===== src/rtl/div_unit_pkg.sv =====
// Shared types and constants for the iterative divider.
// The BYZERO state exists only when DIV_ZERO_CHECK_EN is defined.
package div_unit_pkg;

  typedef logic [31:0] Reg_t;
  typedef logic [63:0] DoubleReg_t;

  localparam int unsigned DIV_ITER_CNT = 32;

  localparam logic DIV_READY     = 1'b1;
  localparam logic DIV_NOT_READY = 1'b0;

`ifdef DIV_ZERO_CHECK_EN
  typedef enum logic [1:0] {
    FREE   = 2'b00,
    BYZERO = 2'b01,
    ON     = 2'b10,
    END    = 2'b11
  } div_state_e;
`else
  typedef enum logic [1:0] {
    FREE = 2'b00,
    ON   = 2'b10,
    END  = 2'b11
  } div_state_e;
`endif

endpackage


===== src/rtl/div_unit.sv =====
// Iterative 32-bit restoring divider, one quotient bit per clock.
// result_o = {remainder, quotient}, valid for the single cycle ready_o is high.
// Optional feature macro: DIV_ZERO_CHECK_EN -- short-circuits a zero divisor
// through BYZERO and returns an all-zero result two edges after accept.
//
// state  | meaning
// -------+------------------------------------------------------------
// FREE   | idle, waiting for start_i (start with annul_i is dropped)
// BYZERO | zero divisor seen, result forced to 0 (macro builds only)
// ON     | one restoring-division iteration per edge, 32 in total
// END    | result_o valid, ready_o high for this one cycle
module div_unit
  import div_unit_pkg::*;
(
  input  logic       clk,
  input  logic       rst,
  input  logic       start_i,
  input  logic       signed_i,
  input  Reg_t       opdata1_i,
  input  Reg_t       opdata2_i,
  input  logic       annul_i,
  output DoubleReg_t result_o,
  output logic       ready_o
);

  localparam logic [5:0] LAST_CNT = 6'(DIV_ITER_CNT - 1);

  div_state_e state_q, state_d;
  logic [5:0] cnt_q;
  Reg_t       dvd_q;      // dividend bits shift out the top, quotient bits shift in
  Reg_t       dvs_q;
  Reg_t       rem_q;
  logic       neg_quo_q;
  logic       neg_rem_q;

  logic        accept;
  logic        zero_div;
  Reg_t        op1_abs, op2_abs;
  logic [32:0] partial, trial;
  logic        ge;
  Reg_t        rem_next, dvd_next;
  Reg_t        quo_fix, rem_fix;

  assign accept = start_i && !annul_i;

`ifdef DIV_ZERO_CHECK_EN
  assign zero_div = (opdata2_i == '0);
`else
  assign zero_div = 1'b0;
`endif

  // Operand magnitudes; 0x80000000 maps onto itself, which is still the right unsigned magnitude.
  always_comb begin
    op1_abs = (signed_i && opdata1_i[31]) ? (~opdata1_i + 32'd1) : opdata1_i;
    op2_abs = (signed_i && opdata2_i[31]) ? (~opdata2_i + 32'd1) : opdata2_i;
  end

  // One restoring step: shift in the next dividend bit, subtract if it fits.
  always_comb begin
    partial  = {rem_q, dvd_q[31]};
    trial    = partial - {1'b0, dvs_q};
    ge       = (partial >= {1'b0, dvs_q});
    rem_next = ge ? trial[31:0] : partial[31:0];
    dvd_next = {dvd_q[30:0], ge};
  end

  // Sign fix-up of the magnitude result: quotient by sign xor, remainder follows the dividend.
  always_comb begin
    quo_fix = neg_quo_q ? (~dvd_q + 32'd1) : dvd_q;
    rem_fix = neg_rem_q ? (~rem_q + 32'd1) : rem_q;
  end

  // State register.
  always_ff @(posedge clk) begin
    if (rst) state_q <= FREE;
    else     state_q <= state_d;
  end

  // Next-state decode and outputs; outputs are zero outside END.
  always_comb begin
    state_d  = state_q;
    ready_o  = DIV_NOT_READY;
    result_o = '0;
    case (state_q)
      FREE: begin
        if (accept) begin
`ifdef DIV_ZERO_CHECK_EN
          state_d = zero_div ? BYZERO : ON;
`else
          state_d = ON;
`endif
        end
      end
`ifdef DIV_ZERO_CHECK_EN
      BYZERO: state_d = annul_i ? FREE : END;
`endif
      ON: begin
        if (annul_i)                state_d = FREE;
        else if (cnt_q == LAST_CNT) state_d = END;
      end
      END: begin
        state_d  = FREE;
        ready_o  = DIV_READY;
        result_o = {rem_fix, quo_fix};
      end
      default: state_d = FREE;
    endcase
  end

  // Datapath: latch operands on accept, iterate while ON, hold otherwise.
  always_ff @(posedge clk) begin
    if (rst) begin
      cnt_q     <= '0;
      dvd_q     <= '0;
      dvs_q     <= '0;
      rem_q     <= '0;
      neg_quo_q <= 1'b0;
      neg_rem_q <= 1'b0;
    end else begin
      case (state_q)
        FREE: begin
          if (accept) begin
            cnt_q <= '0;
            rem_q <= '0;
            if (zero_div) begin
              dvd_q     <= '0;
              dvs_q     <= '0;
              neg_quo_q <= 1'b0;
              neg_rem_q <= 1'b0;
            end else begin
              dvd_q     <= op1_abs;
              dvs_q     <= op2_abs;
              neg_quo_q <= signed_i && (opdata1_i[31] ^ opdata2_i[31]);
              neg_rem_q <= signed_i && opdata1_i[31];
            end
          end
        end
        ON: begin
          if (!annul_i) begin
            dvd_q <= dvd_next;
            rem_q <= rem_next;
            cnt_q <= cnt_q + 6'd1;
          end
        end
        default: ;
      endcase
    end
  end

endmodule


===== config.mk =====
export PLATFORM = sky130hd
export DESIGN_NAME = div_unit
export DESIGN_NICKNAME = d
export VERILOG_FILES = /design/src/rtl/div_unit_pkg.sv /design/src/rtl/div_unit.sv
export SDC_FILE = /design/constraint.sdc
export NUM_CORES = 1
export LEC_CHECK = 0
export CAP_MARGIN = 30
export CORE_UTILIZATION = 35
export DETAILED_ROUTE_END_ITERATION = 12
export PLACE_DENSITY = 0.61
export SYNTH_ARGS = -nofsm -noshare
export SYNTH_HDL_FRONTEND = slang
export SYNTH_SLANG_ARGS = --single-unit
export TNS_END_PERCENT = 20

===== constraint.sdc =====
create_clock -name clk -period 7.8 [get_ports clk]
set_input_delay 2.34 -clock clk [delete_from_list [all_inputs] [get_ports clk]]
set_output_delay 2.34 -clock clk [all_outputs]
set_load 0.01 [all_outputs]

==> impl.org, run 1 <==
** Run status
- Status :: complete, no violations

** Logic synthesis
- Flops & latches, synth :: 106
- Counting flops with a built-in enable in the synthesized netlist gives 0.
- Post-Synthesis Net Count :: 1288
- Ys async rst share :: 0
- Synthesis handed over a netlist of 1181 instances.
- Total standard cell area after synthesis :: 8727 um2
- Prevailing post-synth register cell :: dfxtp_1
- During synthesis, Yosys emitted a total of 0 warnings.
- The average instance in the mapped netlist occupies 7.390 um2.
- The netlist uses between 70 and 80 different library cells.
- Area share of the largest cell type after synthesis :: 0.2432
- By area the synthesized netlist is led by dfxtp_1 24%, xor2_1 10%, nor2_1 6.3%.
- The biggest area contributor in the post-synthesis netlist is dfxtp_1.
- Of the synthesized area, sequential elements account for 0.2432.

** Setup path
- Crit start category :: flop
- For the worst setup path, the data required time is about 5.5 ns.
- The critical path is of the flop to output port type.
- For the worst setup path, the data arrival time is 3.68 ns.
- Critical Path Fanout Max :: 6
- Crit-path leading delay family :: simple AND/OR/NAND/NOR gates
- Buf/Inv on CP :: 1
- Category of the worst setup path capture point :: output port
- The slowest stage of the critical path is the nor4_2 cell.
- For this run, the slowest stage of the critical path takes 0.61 ns.
- Crit path cell chain :: nor4_2 > nand4_1 > or4_1 > or3_1 > o41ai_1 > xor2_1 > nor2_1 > clkdlybuf4s50_1

** Place
- Post-DP Area :: 10270 um2
- In this run the tool buffered the top-level ports with ~130 buffer cells.
- Routability-driven placement finished with a final weighted congestion of 0.9039.
- Half-perimeter wire length of the detailed placement result :: 19.12 mm

** Power and ir drop
- Leakage :: approximately 0.0039 uW
- Power density of the placed cells :: 135.5 nW/um2
- VDD sags by at most about 85 uV.

** Timing
- Setup violations remaining at the end of the flow were counted as 0.
- Final period utilization :: 0.7720
- Setup repair after global routing missed its margin :: no
- Setup tns final :: 0 ns
- Slew headroom :: 0.3629
- For the pin with the worst max-slew slack, the measured transition is 0.9551 ns.
- Fin. Hold Viols :: 0
- The final count of pins violating max slew came to 0.
- Peak clock frequency supported by timing :: 166.1 MHz
- Max Clock Skew :: 0.01093 ns
- Shortest period the worst path allows :: ~6 ns

** Floorplanning
- After floorplanning, the core was divided into 57 placement rows.
- Die height :: about 160 um
- Initial standard-cell utilization of the core :: 0.3578
- Horizontal die dimension :: between 150 and 200 um
- In this run the count of I/O pins placed on the die edge is approximately 130.
- Die area :: 25570 um2
- Placeable core region :: 24390 um2

** Clock tree
- Cts repair resizes :: 0
- In this run, post-CTS hold repair placed 0 buffers.
- Clock-pin slew was measured on the worst setup and hold paths at 0.08 ns.
- TritonCTS buffer count :: 9
- The later pin in the worst-skew pair is clocked with a latency of ~0.36 ns.
- Number of levels the H-tree was split into :: 3
- Clock tree from TritonCTS :: built
- The clock passes through at most 2 buffers.
- The tree is rooted in a clkbuf_16.
- CTS saw 106 sinks.
- Buffers added to address setup during post-CTS repair amount to 0.

** Cells and area
- Antenna diode count :: 0
- After routing the design area is between 10000 and 15000 um2.
- Commonest cells after routing, fill and taps aside :: 144 x nor2_1, 132 x clkdlybuf4s50_1, 120 x nand2_1
- Area overhead of the layout relative to synthesis :: 21.42%
- Post-layout nets :: 1372
- In the final layout, the share of cells above drive strength 1 is 0.04409.
- The library cell used most frequently in the layout, excluding fill and tap cells, is nor2_1.

** Min path
- Type of the tightest min-delay check :: flop to flop

** Global route
- Number of antenna violations at the first check in global routing :: 3
- For this run, the total global-route usage over all layers was measured as 0.1959.
- Wire length of the first global-routing pass :: 40.94 mm
- Entering global routing, the biggest net connects 65 pins.
- Total congestion overflow after global routing :: 0
- The via count of the first global-routing pass came to 7849.

** Drt
- Pre-Repair DR Iteration Count :: 5
- The final layout contains routed wiring with a total length of 25.33 mm.
- Vias/cell :: 5.417
- Drt drc :: 0
- In the final routed layout, each cell accounts on average for 15.89 um.
- Number of design-rule violations left by the first detailed-router iteration :: a little under 500
- Antenna violation net count after detailed routing :: 0
- Number of vias in the routed layout :: roughly 8600

** Flow run
- Across the run, the number of max-cap violations was 0.
[logic make-up (layout without fill, tap and decap cells)]
group	Yosys count	count (layout)	share of synthesized area
and+or+nand+nor	405	405	0.2237
xor gates and xnor gates	143	143	0.1435
buffers and inverters	119	208	0.05491
DFF	106	106	0.2432
muxes	19	19	0.02179
adders and majority gates	38	38	0.05534
AOI/OAI and AO/OA	351	351	0.2576
[final cells by class]
cell class / instances / area, um2
Timing Repair Buffer: 144 / 1449
Clock inverter: 6 / 57.56
Multi-Input combinational cell: 956 / 6143
Inverter: 48 / 180.2
Fill cell: 2547 / 13790
Clock buffer: 10 / 239.0
Sequential cell: 106 / 2122
Tap cell: 324 / 405.4
[where the power goes]
| group | leakage, uW | total (uW) | internal (uW) | switching (uW) |
|---|---|---|---|---|
| Clock | 0.000147 | 466 | 233 | 232 |
| Sequential | 0.000864 | 592 | 565 | 26.6 |
| Combinational | 0.00291 | 378 | 160 | 219 |
[sequential cells by signal, indices dropped and copies added, names as in the netlist]
register and cells:
dvd_q 32, dvs_q 32, rem_q 32, cnt_q 6
state_q 2, neg_quo_q 1, neg_rem_q 1
[synth_stat cells, types with 18 or more instances]
library cell  number
dfxtp_1          106
o21ai_0           91
xor2_1           103
a21oi_1           93
xnor2_1           40
a21o_1            20
a22oi_1           18
clkbuf_1          60
mux2i_1           19
inv_1             48
o31ai_1           23
ha_1              37
nor2_1           146
a211oi_1          24
nand2_1          121
[final timing paths]
kind | depth (start not counted) | slack [ns] | end | startpoint
setup / recovery | 8 | 1.78 | result_o[28] | dvd_q[2]$_SDFFE_PP0P_
hold / removal | 2 | 0.46 | dvs_q[17]$_SDFFE_PP0P_ | dvs_q[17]$_SDFFE_PP0P_
setup reg to reg | 11 | 4.16 | rem_q[14]$_SDFFE_PP0P_ | dvs_q[12]$_SDFFE_PP0P_
hold reg to reg | 2 | 0.46 | dvs_q[17]$_SDFFE_PP0P_ | dvs_q[17]$_SDFFE_PP0P_
[layer usage]
metal | track usage | vias up | wire length (um)
li1 | - | 4401 | -
met1 | 0.2679 | 3963 | 12020
met2 | 0.3063 | 237 | 11130
met3 | 0.04649 | 31 | 1667
met4 | 0.05368 | 2 | 502
met5 | 0 | - | 11
[through the flow]
step | setup slack [ns] | hold slack, ns | power, uW | utilization | cells
6_report | 1.779 | 0.4552 | 1436 | 0.4344 | 1594
3_3_place_gp | 2.260 | 0.4423 | 974.0 | 0.4200 | 1576
2_1_floorplan | 2.900 | 0.4319 | 853.9 | - | 1181
4_1_cts | 1.815 | 0.4572 | 1440 | 0.4333 | 1593
5_1_grt | 1.543 | 0.5001 | 1514 | 0.4344 | 1594
3_5_place_dp | 2.238 | 0.4462 | 976.7 | 0.4212 | 1577
[tightest hold or removal path, cell delays in order, from the launching register on]
cell and delay (ns):
dfxtp_1 0.31, nand2_1 0.05, a21oi_1 0.05
(Power assumes the default switching activity.)
==> inputs of run 2 (changes only) <==
Clock period 7.8 ns to 5.9 ns, I/O delays scaled along.
==> run 2 against run 1 <==
  * Core utilization about the same
  * Sequential share of layout area about the same
  * Register-to-register slack worse by 1.9 ns
  * Sequential cell count unchanged
  * Largest power group unchanged
  * Combinational power up 32%
  * Clock skew about the same
  * Die area unchanged
  * Cell count unchanged
  * Sequential power up 32%
==> impl.org, run 2 (same netlist as run 1, synthesis figures left out) <==
** Clock tree
- CTS Hold Buffers Added :: 0 (unchanged)
- Clock sink count :: 106 (unchanged)
- Number of levels the H-tree was split into :: 3 (unchanged)
- The clock transition at the registers of the reported paths was 0.08 ns (about the same).
- The maximum clock path buffer count came to 2 (unchanged).
- TritonCTS built the clock tree.
- The number of gates resized after cts is 0 (unchanged).
- The number of buffers created by CTS was 9 (unchanged).
- Skew-Pair Late Insertion Delay :: 0.36 ns (about the same)
- The root buffer cell chosen for the clock tree is clkbuf_16.
- The buffer count from post-CTS setup fixing is 0 (unchanged).

** Floorplanning
- Initial standard-cell utilization of the core :: 0.3578 (unchanged)
- Die height :: 159.9 um (unchanged)
- The number of I/O pins came to 134 (unchanged).
- The total core area was 24390 um2 (unchanged).
- The area of the die came to 25570 um2 (unchanged).
- Horizontal die dimension :: 159.9 um (unchanged)
- Cell row count :: 57 (unchanged)

** Global route
- Number of antenna violations at the first check in global routing :: 4 (+1)
- The aggregate global-route resource usage is 0.2002 (+0.004289).
- The via count of the first global-routing pass was 7972 (+1.6%).
- Wire length of the first global-routing pass :: 41.83 mm (+2.2%)
- The largest net degree at the start of global routing was 85 (+31%).
- The total grt overflow was 0 (unchanged).

** Setup path
- Worst EP arrival :: 3.66 ns (-0.02 ns)
- Crit path cell chain :: nor4_2 > nand4_1 > or4_1 > or3_1 > o41ai_1 > xor2_1 > nor2_1 > clkdlybuf4s50_1
- The cell family contributing the most delay on the critical path is simple AND/OR/NAND/NOR gates.
- The critical path is of the flop to output port type.
- The reg2reg setup slack was 2.27 ns (-1.89 ns).
- The stage delay of the slowest cell on the critical path was 0.60 ns (about the same).
- Buf/Inv on CP :: 1 (unchanged)
- On the critical path, the stage with the largest delay is an instance of nor4_2.
- The largest fanout on the critical path was 6 (unchanged).
- Worst endpoint required time :: 4.13 ns (-1.33 ns)
- Crit start category :: flop
- Category of the worst setup path capture point :: output port

** Drt
- Pre-Repair DR Iteration Count :: 7 (+2)
- The length of routed met3 wiring was 1.471 mm (-12%).
- Number of vias in the routed layout :: 8715 (+0.94%)
- The met1 wire length is 12.19 mm (+1.4%).
- The residual DRC count came to 0 (unchanged).
- DR WL met2 :: 11.41 mm (+2.6%)
- Signal routing reaches up to met5.
- The final antenna-violating net count is 0 (unchanged).
- The DRC violation total after the first TritonRoute iteration came to 515 (+6.4%).
- The number of vias per cell came to 5.467 (+0.94%).
- Total Routed Length :: 25.58 mm (+0.99%)
- The wire length per cell came to 16.05 um (+0.99%).

** Timing
- The remaining max-slew budget at the tightest pin is 0.3475 (-0.01537).
- Dividing the final minimum period by the clock period gives 0.9208.
- The final number of hold-violating endpoints came to 0 (unchanged).
- Static timing analysis puts the maximum clock frequency at 184.1 MHz.
- Counting I/O delays and the setup requirement, the final critical path takes 5.432 ns.
- The final count of pins violating max slew came to 0 (unchanged).
- The transition time at the pin with the least slew margin is 0.9782 ns (+0.02303 ns).
- The total setup violations reported at the end of the flow is 0 (unchanged).
- Max Clock Skew :: 0.01075 ns (-0.0001752 ns)
- Setup repair after global routing left no endpoint under its margin.
- Setup tns final :: 0 ns (unchanged)
- Setup ws final :: 0.4675 ns (-1.311 ns)

** Flow run
- The max-capacitance violation count was 0 (unchanged).

** Cells and area
- The net total in the final layout is 1372 (unchanged).
- Largest registers ranked by flip-flop count :: dvd_q x32, dvs_q x32, rem_q x32
- Area overhead of the layout relative to synthesis :: 21.29%
- Commonest cells after routing, fill and taps aside :: 144 x nor2_1, 132 x clkdlybuf4s50_1, 120 x nand2_1
- The fraction of final layout cells with drive strength greater than 1 is 0.04409 (unchanged).
- Antenna diode count :: 0 (unchanged)
- Leaving out fill and tap cells, the most frequent cell in the layout is nor2_1.

** Place
- The final weighted congestion of routability-driven global placement was 0.9077 (+0.42%).
- The post-placement setup slack came to 0.9064 ns (-1.331 ns).
- The count of input and output buffers was 133 (unchanged).
- The HPWL after detailed placement was 19.27 mm (+0.81%).

** Min path
- Type of the tightest min-delay check :: flop to flop

** Power and ir drop
- The total power divided by cell area was 177.8 nW/um2 (+31%).
- The static power due to leakage was 0.003919 uW (-0.12%).
- The worst vdd rail ir drop is 104.0 uV (+22%).

** Run status
- Status :: complete, no violations
==> run 2: metal layers <==
layer  global-route usage  vias to the layer above
met2               0.3154                      233
met3              0.03273                       31
li1                     -                     4401
met4              0.06104                        2
met5                    0                        -
met1               0.2787                     4048
==> run 2: layout make-up <==
| cell class | count | area, um2 |
|---|---|---|
| inverters | 48 | 180.2 |
| flip-flops and latches | 106 | 2122 |
| repair buffers | 144 | 1449 |
| well taps | 324 | 405.4 |
| fillers | 2550 | 13810 |
| clock inverters | 7 | 60.06 |
| clock buffers | 9 | 225.2 |
| multi-input cells | 956 | 6143 |
==> run 2: path summary, 6_finish.rpt <==
kind,from,depth (start not counted),to
setup reg to reg,dvd_q[31]$_SDFFE_PP0P_,12,rem_q[28]$_SDFFE_PP0P_
setup / recovery,dvd_q[2]$_SDFFE_PP0P_,8,result_o[25]
hold / removal,dvs_q[15]$_SDFFE_PP0P_,2,dvs_q[15]$_SDFFE_PP0P_
hold reg to reg,dvs_q[15]$_SDFFE_PP0P_,2,dvs_q[15]$_SDFFE_PP0P_
==> run 2: power by group <==
part	internal, uW	leakage (uW)	switching (uW)
logic	211	0.00291	289
clock network	295	0.000142	307
registers	747	0.000864	34.7
total	1250	0.00392	630
==> run 2: tightest hold or removal path, cell delays in order (launching register included) <==
cell,delay (ns)
dfxtp_1,0.31
nand2_1,0.05
a21oi_1,0.05
==> run 2: per-stage QoR <==
stage / util / instance area, um2 / hold WS, ns / std cells / total power [uW]
after global routing: 0.4340 / 10590 / 0.4832 / 1594 / 1979
after CTS: 0.4329 / 10560 / 0.4565 / 1593 / 1891
after detailed placement: 0.4212 / 10270 / 0.4452 / 1577 / 1290
after global placement: 0.4200 / 10240 / 0.4422 / 1576 / 1287
final: 0.4340 / 10590 / 0.4565 / 1594 / 1882
after floorplan: - / 8727 / 0.4319 / 1181 / 1129
==> inputs of run 3 (changes only) <==
Settings changed: CORE_ASPECT_RATIO set to 0.75.
==> run 3 against run 2 <==
  * Via count fell by 1.0%
  * Die area barely moved
  * Total power rose by 3.6%
==> impl.org, run 3 (same netlist as run 1, synthesis figures left out) <==
** Timing
- The fmax came to 181.2 MHz (-1.6%).
- The transition time at the pin with the least slew margin is 0.9946 ns (+0.01647 ns).
- Fin. Hold Viols :: 0 (unchanged)
- Count of final max-slew check failures :: 0 (unchanged)
- Setup violators final :: 0 (unchanged)
- Setup tns final :: 0 ns (unchanged)
- Setup repair after global routing left no endpoint under its margin.
- Slew headroom :: 0.3365 (-0.01099)
- The worst setup skew after layout is 0.01264 ns (+0.001890 ns).
- Shortest period the worst path allows :: 5.519 ns (+0.08650 ns)
- Final period utilization :: 0.9354 (+0.01466)

** Global route
- Global-route usage over all layers :: 0.2059 (+0.005653)
- The met2 track demand over resource in global routing came to 0.2854 (-0.03000).
- The total grt overflow was 0 (unchanged).
- The largest net degree at the start of global routing is 85 (unchanged).
- Most crowded layer after global routing :: met1
- The routing usage on met3 is 0.04254 (+0.009815).
- Met1 Use GR :: 0.3207 (+0.04197)
- The via count of the first global-routing pass is 7737 (-2.9%).
- Wire length of the first global-routing pass :: 42.12 mm (+0.68%)
- Number of antenna violations at the first check in global routing :: 0 (-4)

** Place
- Total instance count after detailed placement :: 1584 (+0.44%)
- The HPWL after detailed placement came to 20.53 mm (+6.5%).
- The final weighted congestion of routability-driven global placement came to 0.9451 (+4.1%).
- The count of input and output buffers is 133 (unchanged).

** Power and ir drop
- Power density of the placed cells :: 184.1 nW/um2 (+3.5%)
- The worst vdd rail ir drop is 166.7 uV (+60%).
- Leakage :: 0.003919 uW (about the same)

** Cells and area
- Commonest cells after routing, fill and taps aside :: 144 x nor2_1, 132 x clkdlybuf4s50_1, 120 x nand2_1
- Largest registers ranked by flip-flop count :: dvd_q x32, dvs_q x32, rem_q x32
- Leading cell type in the layout, fill and taps excluded :: nor2_1
- The number of cells in the finished layout apart from fillers was 1600 (+0.38%).
- Area overhead of the layout relative to synthesis :: 21.42%
- Total of fill cells in the finished design :: 2493 (-2.2%)
- The net total in the final layout came to 1371 (-0.073%).
- Antenna diode count :: 0 (unchanged)
- Fraction of layout instances using a drive strength above 1 :: 0.04334 (-0.0007533)

** Setup path
- Critical path type :: flop to output port
- Buf/Inv on CP :: 1 (unchanged)
- Worst flop-to-flop path endpoint :: rem_q[28]$_SDFFE_PP0P_
- Walking the worst path, the cells encountered are nor4_2 > nand4_1 > or4_1 > or3_1 > o41ai_1 > xor2_1 > nor2_1 > clkdlybuf4s50_1.
- Critical path's largest stage delay :: 0.58 ns (-0.02 ns)
- The worst setup path is launched from a flop.
- Category of the worst setup path capture point :: output port
- The largest fanout on the critical path is 6 (unchanged).
- The arrival time reported for the critical path endpoint came to 3.75 ns (+0.09 ns).
- The number of cells on the worst reg-to-reg path came to 12 (unchanged).
- The reg2reg setup slack was 2.14 ns (-0.13 ns).
- The slowest stage of the critical path is the clkdlybuf4s50_1 cell.
- Crit-path leading delay family :: simple AND/OR/NAND/NOR gates
- The startpoint identified for the worst register-to-register timing path is dvd_q[31]$_SDFFE_PP0P_.
- Worst endpoint required time :: 4.13 ns (about the same)

** Clock tree
- Clock tree from TritonCTS :: built
- The post-cts hold buffer count is 0 (unchanged).
- The clock transition at the registers of the reported paths is 0.08 ns (about the same).
- The buffer count from post-CTS setup fixing came to 0 (unchanged).
- Number of levels the H-tree was split into :: 3 (unchanged)
- Clock sink count :: 106 (unchanged)
- The worst-skew pair later-pin latency came to 0.36 ns (about the same).
- Root Buffer Master :: clkbuf_16
- Cts repair resizes :: 0 (unchanged)
- The maximum clock path buffer count is 2 (unchanged).
- The number of buffers created by CTS was 9 (unchanged).

** Floorplanning
- The vertical extent of the die came to 138.8 um (-13%).
- The number of I/O pins was 134 (unchanged).
- The overall die width is 184.3 um (+15%).
- Initial standard-cell utilization of the core :: 0.3604 (+0.002570)
- Cell row count :: 49 (-14%)
- Die area :: 25580 um2 (about the same)
- The total core area was 24220 um2 (-0.71%).

** Drt
- The total via count after detailed routing was 8628 (-1.0%).
- Pre-Repair DR Iteration Count :: 5 (-2)
- Vias/cell :: 5.393 (-1.4%)
- The final antenna-violating net count was 0 (unchanged).
- The wire length per cell was 16.48 um (+2.7%).
- Drt drc :: 0 (unchanged)
- Total Routed Length :: 26.36 mm (+3.0%)
- The DRC violation total after the first TritonRoute iteration was 682 (+32%).

** Run status
- Status :: complete, no violations

** Min path
- The startpoint identified for the worst hold timing path is dvs_q[15]$_SDFFE_PP0P_.
- Number of instances on the worst hold path :: 2 (unchanged)
- Type of the tightest min-delay check :: flop to flop
- The worst hold path terminates at dvs_q[15]$_SDFFE_PP0P_.

** Flow run
- # Max-Cap Violations :: 0 (unchanged)
run 3: routing by layer:
metal / vias up / routed length, um / share of wire
met4: 0 / 212 / 0.0080
met3: 11 / 1593 / 0.060
met1: 3985 / 13890 / 0.53
met5: - / 0 / 0
li1: 4394 / - / -
met2: 238 / 10670 / 0.40
run 3: per-stage QoR:
stage	hold WS, ns	total power (uW)	utilization	area [um2]	setup slack, ns
after global placement	0.4457	1298	0.4237	10260	0.8714
after CTS	0.4615	1962	0.4376	10600	0.3461
after floorplan	0.4319	1129	-	8727	1.570
final	0.4606	1950	0.4376	10600	0.3810
after global routing	0.5022	2054	0.4376	10600	0.08088
after detailed placement	0.4511	1299	0.4243	10280	0.7614
run 3: final cells by class:
class	count	area, um2	area share
clock buffer	9	225.2	0.02125
clock inverter	7	95.09	0.008974
multi-input combinational	956	6151	0.5805
timing repair buffer	143	1409	0.1330
inverter	48	180.2	0.01700
sequential	106	2122	0.2003
tap	331	414.1	0.03908
run 3: worst max-delay path by stage:
| stage | endpoint | cells past startpoint | start |
|---|---|---|---|
| after floorplan | result_o[60] | 10 | rem_q[6]$_SDFFE_PP0P_ |
| after global placement | result_o[28] | 8 | dvd_q[2]$_SDFFE_PP0P_ |
| after detailed placement | result_o[28] | 8 | dvd_q[2]$_SDFFE_PP0P_ |
| after CTS | result_o[28] | 8 | dvd_q[2]$_SDFFE_PP0P_ |
| after global routing | result_o[28] | 8 | dvd_q[2]$_SDFFE_PP0P_ |
| final | result_o[28] | 8 | dvd_q[2]$_SDFFE_PP0P_ |
run 3: power by group:
part           switching [uW]  leakage, uW  internal [uW]  total [uW]
Clock                     320     0.000158            344         664
Sequential               34.6     0.000864            747         781
Combinational             296      0.00290            209         505
Total                     650      0.00392           1300        1950
run 3: worst reg2reg max path, delay by kind of cell, from the launching register on:
| family | cells | cell delay [ns] |
|---|---|---|
| compound gates | 7 | 2.37 |
| buf+inv | 2 | 0.19 |
| fa+ha+maj | 2 | 0.59 |
| flops | 1 | 0.31 |
| xor+xnor | 1 | 0.19 |
